[config.mk]
export PLATFORM = sky130hd
export DESIGN_NAME = mem_initiator
export DESIGN_NICKNAME = d
export VERILOG_FILES = /design/src/rtl/mem_initiator.sv
export SDC_FILE = /design/constraint.sdc
export NUM_CORES = 1
export LEC_CHECK = 0
export CAP_MARGIN = 20
export CORE_UTILIZATION = 35
export CTS_CLUSTER_DIAMETER = 40
export DETAILED_ROUTE_END_ITERATION = 10
export PLACE_DENSITY = 0.79
export SLEW_MARGIN = 20
export SYNTH_ARGS = -nofsm -noshare
export SYNTH_HDL_FRONTEND = slang
export SYNTH_SLANG_ARGS = --single-unit
[constraint.sdc]
create_clock -name clk -period 1.7 [get_ports clk]
set_clock_uncertainty 0.15 [all_clocks]
set_input_delay 0.51 -clock clk [delete_from_list [all_inputs] [get_ports clk]]
set_output_delay 0.51 -clock clk [all_outputs]
set_load 0.01 [all_outputs]
[src/rtl/mem_initiator.sv]
// ----------------------------------------------------------------------------
// mem_initiator
//
// Initiator-side controller for the ram read/write handshake. Accepts one
// word request at a time from the CPU core, drives the memory address, data
// and strobe lines, follows the ready/exception handshake to completion and
// returns read data or a fault code.
//
// Optional feature macro: MEMIF_TIMEOUT_EN
//   defined   : a cycle counter aborts a transaction that has spent TIMEOUT
//               cycles in ISSUE+WAIT, completing it with fault 11.
//   undefined : no counter; the block waits on the memory indefinitely.
//
// Ports
//   clk, rst_n             clock, synchronous active-low reset
//   cpu_req/cpu_we         request valid / 1 = write, 0 = read
//   cpu_addr/cpu_wdata     byte address (word aligned) / write data
//   cpu_ready              high only in IDLE; accept = cpu_req && cpu_ready
//   cpu_done               one-cycle completion pulse
//   cpu_rdata              read data, updated only by a successful read
//   cpu_fault              00 ok, 01 misaligned, 10 mem exception, 11 timeout
//   mem_r_addr/mem_w_addr  read / write address to the memory
//   mem_w_line             write data to the memory
//   mem_read/mem_write     read / write strobes
//   mem_r_line             read data from the memory
//   mem_rrdy/mem_wrdy      read / write side idle (1) or busy (0)
//   mem_exc                memory exception
// ----------------------------------------------------------------------------
module mem_initiator #(
    parameter int AW      = 32,
    parameter int DW      = 32,
    parameter int TIMEOUT = 1024
) (
    input  logic          clk,
    input  logic          rst_n,
    input  logic          cpu_req,
    input  logic          cpu_we,
    input  logic [AW-1:0] cpu_addr,
    input  logic [DW-1:0] cpu_wdata,
    output logic          cpu_ready,
    output logic          cpu_done,
    output logic [DW-1:0] cpu_rdata,
    output logic [1:0]    cpu_fault,
    output logic [AW-1:0] mem_r_addr,
    output logic [AW-1:0] mem_w_addr,
    output logic [DW-1:0] mem_w_line,
    output logic          mem_read,
    output logic          mem_write,
    input  logic [DW-1:0] mem_r_line,
    input  logic          mem_rrdy,
    input  logic          mem_wrdy,
    input  logic          mem_exc
);

    typedef enum logic [1:0] {
        S_IDLE  = 2'b00,
        S_ISSUE = 2'b01,
        S_WAIT  = 2'b10,
        S_DONE  = 2'b11
    } state_t;

    localparam logic [1:0] FLT_OK      = 2'b00;
    localparam logic [1:0] FLT_MISALGN = 2'b01;
    localparam logic [1:0] FLT_MEMEXC  = 2'b10;
    localparam logic [1:0] FLT_TIMEOUT = 2'b11;

    state_t     state;
    state_t     next_state;
    logic       we_q;
    logic       next_we;
    logic       accept;
    logic       aligned;
    logic       sel_rdy;
    logic       set_fault;
    logic [1:0] next_fault;
    logic       capture_rdata;
    logic       next_rd;
    logic       next_wr;
    logic       timeout_hit;

`ifdef MEMIF_TIMEOUT_EN
    localparam int CW = (TIMEOUT > 2) ? $clog2(TIMEOUT) : 1;
    localparam logic [CW-1:0] TO_LAST = CW'(TIMEOUT - 1);

    logic [CW-1:0] tmo_cnt;

    // Cleared when a transaction enters ISSUE, then counts every cycle the
    // transaction stays in ISSUE or WAIT.
    always_ff @(posedge clk) begin
        if (!rst_n) begin
            tmo_cnt <= '0;
        end else if (state == S_IDLE && next_state == S_ISSUE) begin
            tmo_cnt <= '0;
        end else if (state == S_ISSUE || state == S_WAIT) begin
            tmo_cnt <= tmo_cnt + CW'(1);
        end
    end

    assign timeout_hit = (tmo_cnt == TO_LAST);
`else
    logic unused_timeout;
    assign unused_timeout = (TIMEOUT > 0);
    assign timeout_hit    = 1'b0;
`endif

    assign cpu_ready = (state == S_IDLE);
    assign cpu_done  = (state == S_DONE);
    assign aligned   = (cpu_addr[1:0] == 2'b00);

    // Only the ready line matching the latched direction is ever looked at.
    assign sel_rdy = we_q ? mem_wrdy : mem_rrdy;

    always_ff @(posedge clk) begin
        if (!rst_n) begin
            state <= S_IDLE;
        end else begin
            state <= next_state;
        end
    end

    // Next-state decode. Exception beats ready, ready beats timeout.
    always_comb begin
        next_state    = state;
        accept        = 1'b0;
        set_fault     = 1'b0;
        next_fault    = FLT_OK;
        capture_rdata = 1'b0;
        case (state)
            S_IDLE: begin
                if (cpu_req) begin
                    accept = 1'b1;
                    if (!aligned) begin
                        next_state = S_DONE;
                        set_fault  = 1'b1;
                        next_fault = FLT_MISALGN;
                    end else begin
                        next_state = S_ISSUE;
                    end
                end
            end
            S_ISSUE: begin
                if (mem_exc) begin
                    next_state = S_DONE;
                    set_fault  = 1'b1;
                    next_fault = FLT_MEMEXC;
                end else if (!sel_rdy) begin
                    next_state = S_WAIT;
                end else if (timeout_hit) begin
                    next_state = S_DONE;
                    set_fault  = 1'b1;
                    next_fault = FLT_TIMEOUT;
                end
            end
            S_WAIT: begin
                if (mem_exc) begin
                    next_state = S_DONE;
                    set_fault  = 1'b1;
                    next_fault = FLT_MEMEXC;
                end else if (sel_rdy) begin
                    next_state    = S_DONE;
                    set_fault     = 1'b1;
                    next_fault    = FLT_OK;
                    capture_rdata = !we_q;
                end else if (timeout_hit) begin
                    next_state = S_DONE;
                    set_fault  = 1'b1;
                    next_fault = FLT_TIMEOUT;
                end
            end
            S_DONE: begin
                next_state = S_IDLE;
            end
            default: begin
                next_state = S_IDLE;
            end
        endcase
    end

    // Strobes are registered from the next state so they only move on a
    // state transition and cannot glitch between edges.
    always_comb begin
        next_we = accept ? cpu_we : we_q;
        next_rd = 1'b0;
        next_wr = 1'b0;
        if (next_state == S_ISSUE || next_state == S_WAIT) begin
            next_rd = !next_we;
            next_wr = next_we;
        end
    end

    // Datapath registers. Address/data outputs are loaded only by an accepted
    // aligned request and otherwise keep their last value.
    always_ff @(posedge clk) begin
        if (!rst_n) begin
            we_q       <= 1'b0;
            mem_read   <= 1'b0;
            mem_write  <= 1'b0;
            mem_r_addr <= '0;
            mem_w_addr <= '0;
            mem_w_line <= '0;
            cpu_rdata  <= '0;
            cpu_fault  <= FLT_OK;
        end else begin
            mem_read  <= next_rd;
            mem_write <= next_wr;
            if (accept) begin
                we_q <= cpu_we;
            end
            if (accept && aligned) begin
                if (cpu_we) begin
                    mem_w_addr <= cpu_addr;
                    mem_w_line <= cpu_wdata;
                end else begin
                    mem_r_addr <= cpu_addr;
                end
            end
            if (set_fault) begin
                cpu_fault <= next_fault;
            end
            if (capture_rdata) begin
                cpu_rdata <= mem_r_line;
            end
        end
    end

endmodule
==> summary.txt, run 1 <==
Outcome
  – Outcome: finished, violations left
  – Failing checks: setup timing

Timing
  – Final Hold Vio Count: 0
  – Rel. slew slack: between 70% and 80%
  – Period utilization: 113.2%
  – Min Hold Slack: 0.2972 ns
  – Setup TNS: -14.99 ns
  – Slew Viols, Final: 0
  – Worst setup margin: -0.2241 ns
  – Final setup viols: about 130
  – Final worst path period need: a little under 2 ns
  – Slew @ Worst Pin: 0.3299 ns
  – Max Freq: about 520 MHz
  – RSZ-0062 raised after global routing: true

Global routing
  – Vias in the first global route: 5001
  – Total Routing Usage GR: between 20 and 25%
  – Maximum number of pins on one net before global-route repair: 59
  – First-pass GRT wire length: 25610 µm
  – Gr ovfl total: 0
  – Initial antenna violation count: 0

Worst setup path
  – CP Max Fanout: 2
  – Critical Path Max Stage Delay: 0.38 ns
  – CP arrival: 1.26 ns
  – Type of origin of the critical path: flip-flop
  – Required @ worst endpoint: 1.04 ns
  – Worst R2R Path Depth: 10
  – CP Capture Type: output pin
  – CP max-delay cell: dfxtp_2
  – CP Class: flip-flop to output pin
  – Cells along the critical path: inv_4 > ha_4 > buf_4 > buf_6

Synth
  – Unique masters post-synth: 36
  – Post-Syn Nets: 716
  – Sequential share of the synthesized area: 52.07%
  – #FFs+latches synth: 135
  – Netlist Area Pre-Place: 5190 µm²
  – Ys async rst share: 0%
  – Post-synth EDFFs: 0
  – Top_reg_cell synth: dfxtp_1
  – Post-Syn Area per Cell: roughly 8.6 µm²
  – Synth warn: 0
  – Cells after Synth: between 600 and 700

Floorplanning
  – Die H: 123.8 µm
  – Die area: 15320 µm²
  – Initial Utilization: 35.85%
  – DIE WIDTH: around 120 µm
  – Rows: 44
  – I/O pin count: 237
  – Core area: 14480 µm²

Min path
  – Hold path depth: 2
  – HP Class: flip-flop to flip-flop

Place
  – HPWL after DPL: 10330 µm
  – Area post-placement: 7949 µm²
  – I/O Buffers: 236
  – Placer's final routability congestion estimate: 0.7817

Layout
  – Design area: 9565 µm²
  – Most frequent cells in the layout: nand2_1, dfxtp_1, clkdlybuf4s50_1, a21boi_1, clkdlybuf4s15_1
  – Final net count: between 1000 and 1500
  – Antenna Cells: 0
  – Synthesis-to-finish area growth: 84.31%
  – Share of layout cells above drive strength 1: approximately 27%
  – Commonest non-fill, non-tap cell in the layout: nand2_1

Detailed routing
  – Post-DRT Antenna Nets: 0
  – 1st-pass router iterations: 4
  – DR vias: 5219
  – Vias per cell: 4.801
  – Wirelength per Cell: 16.64 µm
  – DRC Markers: 0
  – Iteration-0 DRC Markers: 241
  – Drt total wl: 18090 µm

Job
  – Max Cap Violations: 0

Clock network
  – Clock Path Buffers: 2
  – TritonCTS buffer count: 17
  – CTS H-Tree Depth: 4
  – Clk Latency, worst-skew pair: 0.41 ns
  – Root Buffer: clkbuf_16
  – CTS tree: built
  – CTS Hold Bufs: 0
  – Reg clk slew, reported paths: 0.06 ns
  – CTS sink count: 135

Pwr
  – Leak: approximately 3.8 nW
  – PD cells: just over 1000 nW/µm²
  – Total power: 0.009796 W
  – VDD IR max: 935.4 µV
## flip-flops by register name (all words and copies together), names as in the netlist
| register | count |
|---|---|
| mem_w_line | 32 |
| mem_r_addr | 32 |
| mem_w_addr | 32 |
| we_q | 1 |
| cpu_rdata | 32 |
| mem_read | 1 |
| cpu_fault | 2 |
| state | 2 |
| mem_write | 1 |
## layer usage
metal  GRT usage, %  share of wire, %  up-vias
li1               -                 -     2553
met1          25.27                39     2471
met2          39.17                52      167
met3          6.548               6.3       28
met4          6.928               2.2        0
met5              0                 0        -
## kinds of logic after synthesis
logic type,synth area share [%]
DFF,52.07
AOI/OAI and AO/OA,20.01
adders and majority gates,1.446
buffers and inverters,4.243
and+or+nand+nor,21.41
muxes,0.8197
## where the power goes
part | internal [W] | total [W] | leakage [nW] | switching (W)
registers | 0.00335 | 0.00346 | 1.10 | 0.000110
logic | 0.00153 | 0.00277 | 2.44 | 0.00124
clock network | 0.00221 | 0.00357 | 0.264 | 0.00135
total | 0.00709 | 0.00980 | 3.80 | 0.00271
## synthesized netlist by cell type, drive strengths merged (2+ instances only)
library cell	number	area share (%)
mux2	2	0.43
o22ai	3	0.36
a21boi	126	18
a21oi	2	0.19
nand2	251	18
and3	4	0.48
buf	8	1.5
a31oi	2	0.24
clkbuf	34	2.5
ha	6	1.4
mux2i	2	0.39
nor2	5	0.36
dfxtp	135	52
o21ai	4	0.39
nand2b	2	0.24
inv	4	0.29
## metrics by stage
step / util (%) / worst slack, ns / std cells
after global placement: 54.90 / -0.6097 / 1016
after global routing: 66.06 / -0.2824 / 1087
final: 66.06 / -0.2241 / 1087
after floorplan: - / -0.03688 / 607
after CTS: 63.90 / -0.2260 / 1082
after detailed placement: 54.90 / -0.6593 / 1016
## critical path, delay by kind of cell (launching register included)
| family | cells | cell delay, ns |
|---|---|---|
| adders and majority gates | 1 | 0.17 |
| buffers and inverters | 3 | 0.31 |
| DFF | 1 | 0.38 |
## what timing repair did
item,in CTS,in global routing
cloned,14,3
setup buffers,22,6
pin swaps,60,56
resized for setup,312,207
hold endpoints to repair,0,0
endpoints found under the setup margin,266,225
## cell type report
cell class,instances,area (µm²)
Timing Repair Buffer,308,3232
Multi-Input combinational cell,426,2801
Tap cell,184,230.2
Fill cell,1121,4913
Inverter,4,20.02
Sequential cell,135,2718
Clock buffer,22,464.2
Clock inverter,8,100.1
## final timing paths
kind / from / end / slack (ns)
worst max-delay path: state[1]$_SDFF_PN0_ / cpu_ready / -0.22
worst min-delay path: mem_w_line[9]$_SDFFE_PN0P_ / mem_w_line[9]$_SDFFE_PN0P_ / 0.30
worst max register to register: state[1]$_SDFF_PN0_ / mem_w_line[26]$_SDFFE_PN0P_ / -0.20
worst min register to register: mem_w_line[9]$_SDFFE_PN0P_ / mem_w_line[9]$_SDFFE_PN0P_ / 0.30
Note: power is estimated with default switching activity, not from simulation.
==> run 2: changes to the inputs <==
--- a/config.mk
+++ b/config.mk
@@ -6,10 +6,10 @@
 export NUM_CORES = 1
 export LEC_CHECK = 0
 export CAP_MARGIN = 20
-export CORE_UTILIZATION = 35
+export CORE_UTILIZATION = 30
 export CTS_CLUSTER_DIAMETER = 40
 export DETAILED_ROUTE_END_ITERATION = 10
-export PLACE_DENSITY = 0.79
+export PLACE_DENSITY = 0.71
 export SLEW_MARGIN = 20
 export SYNTH_ARGS = -nofsm -noshare
 export SYNTH_HDL_FRONTEND = slang
==> summary.txt, run 2 (same netlist as run 1, synthesis figures left out) <==
Outcome
  – Outcome: finished, violations left
  – Failing checks: setup timing

Worst setup path
  – CP Class: flip-flop to output pin
  – Worst R2R Path Depth: 6 (-4)
  – Required @ worst endpoint: 1.04 ns (about the same)
  – Type of origin of the critical path: flip-flop
  – CP Capture Type: output pin
  – CP arrival: 1.24 ns (-0.02 ns)
  – CP Max Fanout: 4 (+2)

Clock network
  – TritonCTS buffer count: 17 (unchanged)
  – CTS Hold Bufs: 0 (unchanged)
  – Clk Latency, worst-skew pair: 0.42 ns (about the same)
  – CTS tree: built
  – CTS H-Tree Depth: 4 (unchanged)
  – Clock Path Buffers: 2 (unchanged)
  – Root Buffer: clkbuf_16
  – Reg clk slew, reported paths: 0.06 ns (about the same)
  – CTS sink count: 135 (unchanged)

Floorplanning
  – Core area: 16760 µm² (+16%)
  – DIE WIDTH: 133.5 µm (+7.9%)
  – Initial Utilization: 30.97% (-4.9 points)
  – I/O pin count: 237 (unchanged)
  – Die area: 17830 µm² (+16%)
  – Rows: 47 (+6.8%)
  – Die H: 133.5 µm (+7.9%)

Global routing
  – First-pass GRT wire length: 26390 µm (+3.0%)
  – Vias in the first global route: 4937 (-1.3%)
  – Gr ovfl total: 0 (unchanged)
  – Total Routing Usage GR: 19.17% (-2.9 points)
  – Maximum number of pins on one net before global-route repair: 53 (-10%)
  – Initial antenna violation count: 0 (unchanged)

Pwr
  – PD cells: 1042 nW/µm² (+1.8%)
  – Leak: 3.536 nW (-7.0%)
  – Total power: 0.009412 W (-3.9%)
  – VDD IR max: 738.0 µV (-21%)

Layout
  – FF+latch area: 2720 µm² (about the same)
  – Antenna Cells: 0 (unchanged)
  – Area of the multi-input gates: 2552 µm² (-8.9%)
  – Share of layout cells above drive strength 1: 27.01% (-0.23 points)
  – Fill count: 1536 (+37%)
  – Commonest non-fill, non-tap cell in the layout: nand2_1
  – Most frequent cells in the layout: nand2_1, dfxtp_1, a21boi_1, clkdlybuf4s50_1, clkbuf_2
  – Final net count: 993 (-0.80%)
  – Synthesis-to-finish area growth: 74.01%

Detailed routing
  – 1st-pass router iterations: 4 (unchanged)
  – Wirelength per Cell: 15.29 µm (-8.1%)
  – DR vias: 5058 (-3.1%)
  – DRC Markers: 0 (unchanged)
  – Vias per cell: 4.532 (-5.6%)
  – Drt total wl: 17070 µm (-5.6%)
  – Post-DRT Antenna Nets: 0 (unchanged)
  – Iteration-0 DRC Markers: 188 (-22%)

Place
  – I/O Buffers: 236 (unchanged)
  – HPWL after DPL: 10580 µm (+2.4%)
  – Placer's final routability congestion estimate: 0.7823 (about the same)

Timing
  – Slew @ Worst Pin: 0.2791 ns (-0.05083 ns)
  – Period utilization: 111.9% (-1.3 points)
  – RSZ-0062 raised after global routing: true
  – Final Hold Vio Count: 0 (unchanged)
  – Slew Viols, Final: 0 (unchanged)
  – Setup TNS: -12.31 ns (+2.684 ns)
  – Rel. slew slack: 81.20% (+3.2 points)
  – Final worst path period need: 1.903 ns (-0.02135 ns)
  – Worst setup margin: -0.2027 ns (+0.02135 ns)
  – Max Freq: 525.6 MHz (+1.1%)
  – Final setup viols: 98 (-25%)

Job
  – Max Cap Violations: 0 (unchanged)

Min path
  – Hold path depth: 2 (unchanged)
  – HP Class: input pin to flip-flop
run 2: area by class of cell:
| type | instances | share of cell area, % |
|---|---|---|
| Clock buffer | 24 | 5.223 |
| Clock inverter | 7 | 1.067 |
| Multi-Input combinational cell | 426 | 28.26 |
| Timing Repair Buffer | 300 | 32.06 |
| Inverter | 4 | 0.2217 |
| Tap cell | 220 | 3.048 |
| Sequential cell | 135 | 30.12 |
run 2: worst max-delay path, cell delays in order (launching register included):
cell,delay (ns)
dfxtp_4,0.38
inv_4,0.05
ha_4,0.17
buf_6,0.11
buf_6,0.11
run 2: timing repair:
| action | in CTS | in global routing |
|---|---|---|
| gates cloned | 9 | 3 |
| setup buffers | 15 | 4 |
| gates resized for setup | 328 | 201 |
| setup endpoints to repair | 265 | 242 |
| pin swaps | 16 | 25 |
run 2: worst paths after layout:
path	start	endpoint	slack [ns]
worst max-delay path	state[1]$_SDFF_PN0_	cpu_ready	-0.20
worst min-delay path	rst_n	mem_w_line[18]$_SDFFE_PN0P_	0.30
worst max register to register	state[0]$_SDFF_PN0_	mem_r_addr[1]$_SDFFE_PN0P_	-0.18
worst min register to register	cpu_rdata[14]$_SDFFE_PN0P_	cpu_rdata[14]$_SDFFE_PN0P_	0.30
run 2: per-stage QoR:
stage                     setup slack (ns)  hold WS [ns]  std cells  instance area [µm²]  utilization (%)
after floorplan                   -0.03688        0.3290        607                 5229                -
after global placement             -0.6291        0.2892       1056                 8061            48.10
after detailed placement           -0.6623        0.2951       1056                 8061            48.10
after CTS                          -0.1647        0.2737       1111                 9120            54.42
after global routing               -0.2386        0.2827       1116                 9031            53.89
final                              -0.2027        0.2969       1116                 9031            53.89
run 2: report_power, final:
| group | internal [W] | switching, W | total [W] |
|---|---|---|---|
| clock network | 0.00223 | 0.00138 | 0.00361 |
| logic | 0.00130 | 0.00104 | 0.00234 |
| registers | 0.00335 | 0.000112 | 0.00347 |
run 2: routing by layer:
layer  track usage [%]  part of all wire [%]  up-vias
li1                  -                     -     2545
met3             5.822                   5.9       21
met4             6.313                   1.3        0
met2             33.02                    51      145
met1             22.58                    42     2347
met5                 0                     0        -
